<file path="src/rtl/bitty_core_gen.sv">
// Bitty gen-2 core: multi-cycle FSM sharing one req/ack memory port.
// Optional perf counters are enabled by defining BITTY_PERF_CNT_EN.
module bitty_core_gen #(
  parameter int DATA_W = 16,
  parameter int ADDR_W = 16,
  parameter logic [ADDR_W-1:0] RESET_PC = '0
) (
  input  logic              clk,
  input  logic              reset,
  input  logic              run,
  output logic              done,
  output logic              busy,
  output logic              mem_req,
  output logic              mem_we,
  output logic [ADDR_W-1:0] mem_addr,
  output logic [DATA_W-1:0] mem_wdata,
  input  logic [DATA_W-1:0] mem_rdata,
  input  logic              mem_ack,
  output logic [ADDR_W-1:0] pc,
  output logic [DATA_W-1:0] last_result
`ifdef BITTY_PERF_CNT_EN
  ,
  output logic [31:0]       retired_cnt,
  output logic [31:0]       stall_cnt
`endif
);

  localparam int SH_W = $clog2(DATA_W);

  typedef enum logic [2:0] {
    IDLE,
    FETCH,
    DECODE,
    EXEC,
    MEM,
    WB
  } state_t;

  localparam logic [1:0] F_RTYPE = 2'b00;
  localparam logic [1:0] F_ITYPE = 2'b01;
  localparam logic [1:0] F_BRCH  = 2'b10;
  localparam logic [1:0] F_LDST  = 2'b11;

  state_t state;
  state_t state_nx;

  logic [DATA_W-1:0] rf [8];
  logic [DATA_W-1:0] s_q;
  logic [DATA_W-1:0] c_q;
  logic [15:0]       ir;
  logic [1:0]        cmp_flag;
  logic [ADDR_W-1:0] pc_q;

  logic [1:0]        fmt;
  logic [2:0]        rx;
  logic [2:0]        ry;
  logic [2:0]        op;
  logic [1:0]        cond;
  logic              is_load;
  logic [DATA_W-1:0] imm;
  logic [ADDR_W-1:0] tgt;
  logic [ADDR_W-1:0] ls_addr;
  logic              taken;
  logic              wb_en;

  logic [DATA_W-1:0] alu_a;
  logic [DATA_W-1:0] alu_b;
  logic [DATA_W-1:0] alu_res;
  logic [1:0]        flag_nx;

  assign fmt     = ir[1:0];
  assign rx      = ir[15:13];
  assign ry      = ir[12:10];
  assign op      = ir[4:2];
  assign cond    = ir[3:2];
  assign is_load = ir[2];
  assign imm     = DATA_W'(ir[12:5]);
  assign tgt     = ADDR_W'(ir[15:4]);
  assign ls_addr = rf[ry][ADDR_W-1:0];
  assign taken   = (cond == 2'b11)
                || (cond == cmp_flag);
  assign wb_en   = (fmt == F_RTYPE)
                || (fmt == F_ITYPE)
                || (fmt == F_LDST && is_load);

  // Operand a comes from S, latched in DECODE
  always_comb begin
    alu_a   = s_q;
    alu_b   = (fmt == F_RTYPE) ? rf[ry] : imm;
    alu_res = '0;
    flag_nx = cmp_flag;
    unique case (op)
      3'b000: alu_res = alu_a + alu_b;
      3'b001: alu_res = alu_a - alu_b;
      3'b010: alu_res = alu_a & alu_b;
      3'b011: alu_res = alu_a | alu_b;
      3'b100: alu_res = alu_a ^ alu_b;
      3'b101: alu_res = alu_a << alu_b[SH_W-1:0];
      3'b110: alu_res = alu_a >> alu_b[SH_W-1:0];
      3'b111: begin
        if (alu_a == alu_b) begin
          alu_res = '0;
          flag_nx = 2'b00;
        end else if (alu_a > alu_b) begin
          alu_res = DATA_W'(1);
          flag_nx = 2'b01;
        end else begin
          alu_res = DATA_W'(2);
          flag_nx = 2'b10;
        end
      end
    endcase
  end

  always_ff @(posedge clk) begin
    if (reset) begin
      state <= IDLE;
    end else begin
      state <= state_nx;
    end
  end

  always_comb begin
    state_nx = state;
    unique case (state)
      IDLE:   if (run) state_nx = FETCH;
      FETCH:  if (mem_ack) state_nx = DECODE;
      DECODE: state_nx = EXEC;
      EXEC:   state_nx = (fmt == F_LDST) ? MEM : WB;
      MEM:    if (mem_ack) state_nx = WB;
      WB:     state_nx = run ? FETCH : IDLE;
      default: state_nx = IDLE;
    endcase
  end

  // Requests are gated by reset so they drop in the reset cycle itself
  always_comb begin
    mem_req   = 1'b0;
    mem_we    = 1'b0;
    mem_addr  = '0;
    mem_wdata = '0;
    done      = 1'b0;
    busy      = (state != IDLE);
    unique case (state)
      FETCH: begin
        mem_req  = !reset;
        mem_addr = pc_q;
      end
      MEM: begin
        mem_req  = !reset;
        mem_we   = !reset && !is_load;
        mem_addr = ls_addr;
        if (!is_load) mem_wdata = rf[rx];
      end
      WB:      done = !reset;
      default: ;
    endcase
  end

  always_ff @(posedge clk) begin
    if (reset) begin
      for (int i = 0; i < 8; i++) rf[i] <= '0;
      s_q      <= '0;
      c_q      <= '0;
      ir       <= '0;
      cmp_flag <= 2'b11;
      pc_q     <= RESET_PC;
    end else begin
      unique case (state)
        FETCH: begin
          if (mem_ack) ir <= mem_rdata[15:0];
        end
        DECODE: begin
          s_q  <= rf[rx];
          pc_q <= pc_q + ADDR_W'(1);
        end
        EXEC: begin
          if (fmt == F_RTYPE || fmt == F_ITYPE) begin
            c_q      <= alu_res;
            cmp_flag <= flag_nx;
          end
          if (fmt == F_BRCH && taken) pc_q <= tgt;
        end
        MEM: begin
          if (mem_ack && is_load) c_q <= mem_rdata;
        end
        WB: begin
          if (wb_en) rf[rx] <= c_q;
        end
        default: ;
      endcase
    end
  end

  assign pc          = pc_q;
  assign last_result = c_q;

`ifdef BITTY_PERF_CNT_EN
  always_ff @(posedge clk) begin
    if (reset) begin
      retired_cnt <= '0;
      stall_cnt   <= '0;
    end else begin
      if (done) retired_cnt <= retired_cnt + 32'd1;
      if (mem_req && !mem_ack) stall_cnt <= stall_cnt + 32'd1;
    end
  end
`endif

endmodule
</file>
<file path="config.mk">
export PLATFORM = sky130hd
export DESIGN_NAME = bitty_core_gen
export DESIGN_NICKNAME = d
export VERILOG_FILES = /design/src/rtl/bitty_core_gen.sv
export SDC_FILE = /design/constraint.sdc
export NUM_CORES = 1
export LEC_CHECK = 0
export CELL_PAD_IN_SITES_DETAIL_PLACEMENT = 0
export CELL_PAD_IN_SITES_GLOBAL_PLACEMENT = 1
export CORE_UTILIZATION = 37
export DETAILED_ROUTE_END_ITERATION = 8
export GPL_TIMING_DRIVEN = 0
export PLACE_DENSITY = 0.76
export RECOVER_POWER = 50
export SLEW_MARGIN = 20
export SYNTH_ARGS = -nofsm -noshare
export SYNTH_HDL_FRONTEND = slang
export SYNTH_SLANG_ARGS = --single-unit
</file>
<file path="constraint.sdc">
create_clock -name clk -period 5.9 [get_ports clk]
set_clock_uncertainty 0.15 [all_clocks]
set_input_delay 1.475 -clock clk [delete_from_list [all_inputs] [get_ports clk]]
set_output_delay 1.475 -clock clk [all_outputs]
set_load 0.01 [all_outputs]
</file>
# Yosys cells after proc, flatten, opt, wreduce, memory -nomap -nowiden
# Memories as Yosys holds them, arrays and structs flattened. A register that Yosys moved wholly into a read port is not among the register bits.
# Cells that the tools add are included.
# Widths: inputs -> output; s select.
[totals]
ff_bits = 69
mem_bits_rw = 128
in_bits = 20
output_inout_bits = 68
n_memories = 1
[op_classes]
addsub = 3
n_lt_le_gt_ge = 1
eq_ne = 24
shifts = 2
n_mux = 36
bitwise_logic = 3
n_reduce_logical = 22
[memory_table]
columns = ["name", "depth", "width", "rd", "rd_clocked_by_memory_dff", "write_ports", "line_no", "source"]
rows = [
  ["rf", 8, 16, 2, 2, 8, "47", "logic [DATA_W-1:0] rf [8];"],
]
[ops]
columns = ["op", "n"]
rows = [
  ["$pmux 16 s8", 1],
  ["$mux 16", 7],
  ["$pmux 16 s2", 3],
  ["$mux 3", 8],
  ["$eq 3x3->1 const B", 6],
  ["$pmux 3 s6", 1],
  ["$add 16x1->16 const B", 1],
  ["$add 16x16->16", 1],
  ["$and 16x16->16", 1],
  ["$eq 16x16->1", 1],
  ["$gt 16x16->1", 1],
  ["$or 16x16->16", 1],
  ["$reduce_or 16->1", 1],
  ["$shl 16x4->16", 1],
  ["$shr 16x4->16", 1],
  ["$sub 16x16->16", 1],
  ["$xor 16x16->16", 1],
  ["$eq 3x2->1 const B", 4],
  ["$mux 1", 12],
  ["$ne 2x2->1 const B", 6],
  ["$reduce_and 3->1", 3],
  ["$mux 2", 4],
  ["$eq 2x2->1 const B", 3],
  ["$eq 3x1->1 const B", 2],
  ["11 further kinds", 20],
]

# Longest topological paths before layout
# Gate-level depths: netlist (run 1).
[logic_depth]
ltp_word = 9
mapped_depth = 20

# Worst setup path before layout (run 1)
# Ideal clock, no wire load.
[synth_path]
path_kind = "reg2reg"
start = "reg (tool-made name)"
end = "reg c_q[14], in the netlist last_result[14]"
setup_time_ns = 0.101
t_arrival_ns = 4.314
required_ns = 5.649
slack_ns = 1.335
path_stages_with_launch = 16
n_path_buf = 4
period_less_slack_ns = 4.565
path_cell_list = "dfxtp_1 -> buf_6 -> buf_12 -> buf_1 -> mux4_2 -> mux2i_1 -> nand2b_1 -> ha_1 -> clkbuf_1 -> or4_1 -> a2111oi_0 -> a211oi_1 -> o31ai_1 -> mux2i_1 -> nor4b_1 -> o41ai_1"
[synth_lines]
columns = ["element", "line_no", "source"]
rows = [
  ["end signal, assigned", "179", "c_q <= alu_res;"],
  ["end signal, assigned", "185", "if (mem_ack && is_load) c_q <= mem_rdata;"],
  ["end, declared", "49", "logic [DATA_W-1:0] c_q;"],
]

==> results of run 1 <==
==> registers in the layout, indices dropped and copies added (netlist names), named ones only <==
name,flops
last_result,16
alu_a,16
cmp_flag,2
pc,16
ir,16
rf,128
state,3
==> synthesized netlist by cell type, types with 10 or more instances <==
cell,number,share of area [%]
a211oi_1,31,1.7
a21oi_1,85,3.1
a221oi_1,10,0.63
a22oi_1,15,0.81
a31oi_1,10,0.45
and2_1,135,6.1
clkbuf_1,74,2.0
dfxtp_1,75,11
edfxtp_1,128,28
ha_1,50,4.5
inv_1,50,1.4
mux2i_1,77,5.6
mux4_2,64,10
nand2_1,105,2.8
nand2b_1,22,0.99
nand3_1,17,0.61
nor2_1,118,3.2
nor3_1,25,0.90
o21a_1,11,0.60
o21ai_0,60,2.2
o221ai_1,17,1.1
or2_2,14,0.63
xnor2_1,13,0.82
==> power breakdown <==
| part | internal (uW) | switching (uW) |
|---|---|---|
| Combinational | 329 | 614 |
| Clock | 951 | 633 |
| Sequential | 1560 | 63.4 |
| Total | 2840 | 1310 |
==> layer usage <==
layer	global-route usage (%)	share of wire (%)
met5	0	0
met2	50.70	48
met3	4.318	7.6
met4	12.57	4.3
met1	37.93	40
==> cell families (layout without fill, tap and decap cells) <==
kind of cell | after synthesis | count (layout) | share of synthesized area, %
flops | 203 | 203 | 38.54
buf+inv | 151 | 281 | 4.637
fa+ha+maj | 52 | 52 | 4.799
mux | 145 | 145 | 16.27
xor+xnor | 20 | 20 | 1.263
simple gates | 484 | 484 | 17.76
compound gates | 341 | 341 | 16.73
==> final timing paths <==
kind	from	slack (ps)	depth (start not counted)	to
hold / removal	cmp_flag[1]	330	2	cmp_flag[1]
setup / recovery	flip-flop	120	14	last_result[14]
setup reg to reg	flip-flop	120	14	last_result[14]
hold reg to reg	cmp_flag[1]	330	2	cmp_flag[1]
==> metrics by stage <==
step	total power, uW	worst slack, ps	setup TNS, ps	hold WS, ps	std cells
6_report	4146	118.2	0	330.1	1994
5_1_grt	4265	-48.40	-48.40	367.9	1994
4_1_cts	4127	5.618	0	337.4	1994
3_5_place_dp	2559	-304.5	-1218	315.9	1950
3_3_place_gp	2562	-312.9	-1301	313.3	1950
2_1_floorplan	2211	1335	0	288.9	1396
==> final cells by class <==
class	count	share of cell area (%)
Sequential cell	203	32.99
Clock buffer	27	3.907
Clock inverter	17	1.236
Multi-Input combinational cell	1042	48.94
Timing Repair Buffer	86	5.313
Tap cell	468	3.614
Inverter	52	1.205
Buffer	99	2.795
==> repair_timing <==
item | 4_1_cts | 5_1_grt
buffers inserted | 0 | 0
pin swaps | 0 | 0
setup endpoints to repair | 6 | 5
cloned | 0 | 0
resized for setup | 8 | 10
hold endpoints to repair | 0 | 0
==> cell usage in the layout (no fill, tap or decap), drive strengths merged, types with 7 or more instances in the layout <==
| master | count |
|---|---|
| and2 | 135 |
| edfxtp | 128 |
| nor2 | 118 |
| nand2 | 105 |
| clkbuf | 104 |
| a21oi | 85 |
| mux2i | 77 |
| dfxtp | 75 |
| mux4 | 64 |
| o21ai | 62 |
| clkdlybuf4s50 | 53 |
| inv | 53 |
| ha | 50 |
| dlygate4sd3 | 33 |
| a211oi | 31 |
| nor3 | 25 |
| nand2b | 23 |
| buf | 22 |
| o221ai | 17 |
| nand3 | 17 |
| a22oi | 15 |
| or2 | 14 |
| xnor2 | 13 |
| o21a | 11 |
| a31oi | 11 |
| a221oi | 11 |
| nor2b | 10 |
| clkinv | 9 |
| a22o | 8 |
| a21o | 7 |
| a21boi | 7 |
| nand3b | 7 |
| xor2 | 7 |
| o31ai | 7 |
==> worst min-delay path, stage by stage (launching register included) <==
cell     delay, ps
dfxtp_1        320
a21oi_1         60
o21ai_0         70
==> impl_metrics.tcl, run 1 <==
set metrics [dict create \
    status "completed" \
    clk_latency_ps 520 \
    ys_seq_area_share_pct 38.54 \
    critPathMaxStageDelay_ps 640 \
    grt_pass1_vias 12138 \
    post-route-period-util_pct 98.00 \
    cts_buffers 24 \
    io_buffers 86 \
    via_count 12263 \
    ios 88 \
    tightest_slew_ps 1266 \
    drc 0 \
    filler_cell_count 3562 \
    slew_viol_final 0 \
    worst-path-buf-inv 3 \
    hp-class "flip-flop to flip-flop" \
    via_per_inst 6.150 \
    overflow 0 \
    post_dp_cell_area_mm2 0.01533 \
    antenna_found_initial 1 \
    setup_viol 0 \
    cts.sinks 203 \
    ir_drop_mv 0.2361 \
    clk_pin_slew_ps 60 \
    pwr_density_cell_mw_per_mm2 255.9 \
    regArea_mm2 0.005345 \
    cp_max_fo 10 \
    detail-route-antenna-nets 0 \
    drive_above_1_share_pct 10.68 \
    period_needed_ps 5782 \
    fin_nets 1580 \
    grtUsageTotal_pct 29.86 \
    die-area_mm2 0.03826 \
    cp_slowest_cell "or4_1" \
    ys_ff_latch 203 \
    worstPathCellList "buf_4, clkbuf_1, mux4_2, mux2i_2, nand2b_1, ha_1, clkbuf_1, or4_1, a2111oi_0, a211oi_1, o31ai_2, mux2i_1, nor4b_2, o41ai_1" \
    die_x_um 195.6 \
    p_leak_uw 0.005702 \
    grt_pass1_wl_um 83210 \
    required_ps 6160 \
    rsz0062_at_grt "yes" \
    routed_wl_um 57260 \
    synth_cell_type_count 78 \
    start_util_pct 37.70 \
    firstDrtPassIters 5 \
    synth_edf_count 128 \
    finish.utilization_pct 44.05 \
    postSynthAreaPerCell_um2 9.935 \
    synth_nets 1468 \
    gp_congestion 1.016 \
    critPathKind "flip-flop to flip-flop" \
    htreeDepth 1 \
    arrival_ps 6050 \
    synth_warnings 0 \
    synth_area_mm2 0.01387 \
    crit_top_cell "clkbuf_1" \
    wl_per_cell_um 28.72 \
    maxCapViolCount 0 \
    grt_max_degree 17 \
    max-slew-margin-rel_pct 14.94 \
    postCtsHoldBufs 0 \
    cp-end-kind "flip-flop" \
    fp.coreArea_mm2 0.03679 \
    multi_input_area_mm2 0.007930 \
    die_y_um 195.6 \
    cp_top_family "compound AO/OA/AOI/OAI gates" \
    rows 70 \
    stdcell_area_mm2 0.01620 \
    hold_viol 0 \
    synth_cells 1396 \
    ys_async_sr_fraction_pct 0 \
    antenna_cells_inserted 0 \
    root_buffer "clkbuf_16" \
    startpoint_type "flip-flop" \
    cts_tree "built" \
    ys.flop_type "edfxtp_1" \
    drt_iter0_markers 1303 \
    max-clock-path-buffers 3 \
    hpwl_um 43610 \
    areaGrowthSynthToFinish_pct 16.82 \
    fmaxAchievable_ghz 0.1730 \
]
Note: power is estimated with default switching activity, not from simulation.
==> run 2, diff against run 1 <==
--- a/config.mk
+++ b/config.mk
@@ -7,10 +7,10 @@
 export LEC_CHECK = 0
 export CELL_PAD_IN_SITES_DETAIL_PLACEMENT = 0
 export CELL_PAD_IN_SITES_GLOBAL_PLACEMENT = 1
-export CORE_UTILIZATION = 37
+export CORE_UTILIZATION = 48
 export DETAILED_ROUTE_END_ITERATION = 8
 export GPL_TIMING_DRIVEN = 0
-export PLACE_DENSITY = 0.76
+export PLACE_DENSITY = 0.92
 export RECOVER_POWER = 50
 export SLEW_MARGIN = 20
 export SYNTH_ARGS = -nofsm -noshare
==> run 2 against run 1 <==
The run now ends with capacitance limit, slew limit left; critical endpoint is now last_result[13]; sequential power is essentially flat; highest routed layer unchanged; via count grew 3.1%; critical path depth grew 2; first-iteration DRC count grew 34%; worst setup slack gained 28 ps.
==> impl_metrics.tcl, run 2 (same netlist as run 1, synthesis figures left out) <==
set metrics [dict create \
    fmaxAchievable_ghz 0.1738 \
    worst_slack_ps 146.0 \
    critPathMaxStageDelay_ps 710 \
    holdWs_ps 329.1 \
    clk_latency_ps 520 \
    cts_tree "built" \
    drive_above_1_share_pct 9.737 \
    start_util_pct 49.38 \
    min_delay_worst_endpoint "cmp_flag[1]" \
    top_layer "met4" \
    io_buffers 86 \
    pwr_density_cell_mw_per_mm2 241.6 \
    areaGrowthSynthToFinish_pct 14.52 \
    maxCapViolCount 1 \
    regMostFlops "rf" \
    wl_met3_um 6853 \
    ir_drop_mv 0.1847 \
    root_buffer "clkbuf_16" \
    fin_tns_setup_ps 0 \
    startpoint_type "flip-flop" \
    grt_max_degree 17 \
    die_y_um 172.0 \
    grt_pass1_wl_um 80000 \
    die_x_um 172.0 \
    place_ws_ps -244.2 \
    via_per_inst 6.657 \
    hold_viol 0 \
    antenna_found_initial 3 \
    hpwl_um 41660 \
    post-route-period-util_pct 97.53 \
    required_ps 6150 \
    largest_register_ffs 128 \
    slew_viol_final 17 \
    rrSetupSlack_ps 150 \
    die-area_mm2 0.02958 \
    worstPathCellList "buf_2, mux4_2, mux2i_1, a21o_1, buf_2, buf_2, buf_2, ha_1, a211o_1, a2111oi_0, o41ai_1, a41o_1, xnor2_1, o22ai_1, nor3_1, o41ai_1" \
    hold_depth 2 \
    reg2regPathDepth 16 \
    critPathKind "flip-flop to flip-flop" \
    setup_viol 0 \
    finish.utilization_pct 56.55 \
    detail-route-antenna-nets 0 \
    cp_num_cells 16 \
    drt_iter0_markers 1744 \
    fp.coreArea_mm2 0.02809 \
    hp-class "flip-flop to flip-flop" \
    fin_nets 1578 \
    cp-end-kind "flip-flop" \
    final_common_cell "edfxtp_1" \
    wl_per_cell_um 29.16 \
    postCtsHoldBufs 0 \
    p_leak_uw 0.005613 \
    worst-path-buf-inv 4 \
    arrival_ps 6010 \
    tightest_slew_ps 1523 \
    htreeDepth 1 \
    overflow 0 \
    grtUsageTotal_pct 37.90 \
    cp_slowest_cell "a2111oi_0" \
    cts_buffers 21 \
    violations "capacitance limit, slew limit" \
    firstDrtPassIters 6 \
    cp_max_fo 12 \
    gp_congestion 1.008 \
    max-slew-margin-rel_pct -1.521 \
    via_count 12642 \
    max-clock-path-buffers 3 \
    met1Wirelength_um 22260 \
    period_needed_ps 5754 \
    routed_wl_um 55370 \
    grt_pass1_vias 12109 \
    clk_pin_slew_ps 60 \
    rows 61 \
    r2r-end "last_result[13]" \
    cts.sinks 203 \
    layout_common_cells "128 x edfxtp_1, 118 x nor2_1, 105 x nand2_1, 85 x a21oi_1, 81 x clkbuf_1" \
    worstHoldStart "cmp_flag[1]" \
    status "finished with violations" \
    routed-wl-met2_um 23750 \
    ios 88 \
    drc 0 \
    cp_top_family "compound AO/OA/AOI/OAI gates" \
    crit_top_cell "buf_2" \
]
-- run 2: changes by cell type in the layout (fill, tap and decap cells not counted), moves of 2 or more --
cell and change:
clkbuf_16 -4, clkinv_2 -2, mux2i_2 -2, and2_0 -15
bufinv_16 -3, clkbuf_1 +4, and2_1 +15, mux2i_1 +2
-- run 2: worst reg2reg max path, cell delays in order (launching register included) --
cell       delay (ps)
dfxtp_1           400
buf_2             380
mux4_2            390
mux2i_1           380
a21o_1            180
buf_2             210
buf_2             290
buf_2             380
ha_1              380
a211o_1           340
a2111oi_0         710
o41ai_1           250
a41o_1            300
xnor2_1           120
o22ai_1           320
nor3_1            140
o41ai_1           330
-- run 2: worst max path at each step --
stage               from               to  slack (ps)
2_1_floorplan  flip-flop  last_result[14]        1330
6_report       flip-flop  last_result[13]         150
5_1_grt        flip-flop  last_result[14]         -10
3_5_place_dp   flip-flop  last_result[14]        -240
3_3_place_gp   flip-flop  last_result[14]        -170
4_1_cts        flip-flop  last_result[14]         110
-- run 2: routing by layer --
layer / vias up / global-route usage (%)
li1: 5402 / -
met1: 6201 / 52.74
met2: 878 / 56.89
met3: 161 / 9.041
met4: 0 / 14.85
met5: - / 0
-- run 2: area by class of cell --
class                           count  area (um^2)
Timing Repair Buffer               87        868.3
Sequential cell                   203         5345
Tap cell                          378        473.0
Clock buffer                       26        544.3
Antenna cell                        1        2.502
Inverter                           52        195.2
Fill cell                        2538        12200
Clock inverter                     11        87.58
Buffer                             99        457.9
Multi-Input combinational cell   1042         7910
-- run 2: where the power goes --
group          switching, uW  internal (uW)  leakage, uW
clock network            576            702     0.000302
logic                    608            328      0.00338
registers               67.8           1560      0.00193
total                   1250           2590      0.00561
-- run 2: timing repair --
item,4_1_cts,5_1_grt
gates resized for setup,6,8
setup endpoints to repair,3,6
buffers inserted,0,0
gates cloned,0,0
-- run 2: metrics by stage --
step           instances  power [uW]  cell area (um^2)
2_1_floorplan       1396        2211             13870
3_3_place_gp        1860        2542             15200
3_5_place_dp        1861        2547             15220
4_1_cts             1898        3785             15870
5_1_grt             1898        3925             15880
6_report            1899        3838             15880
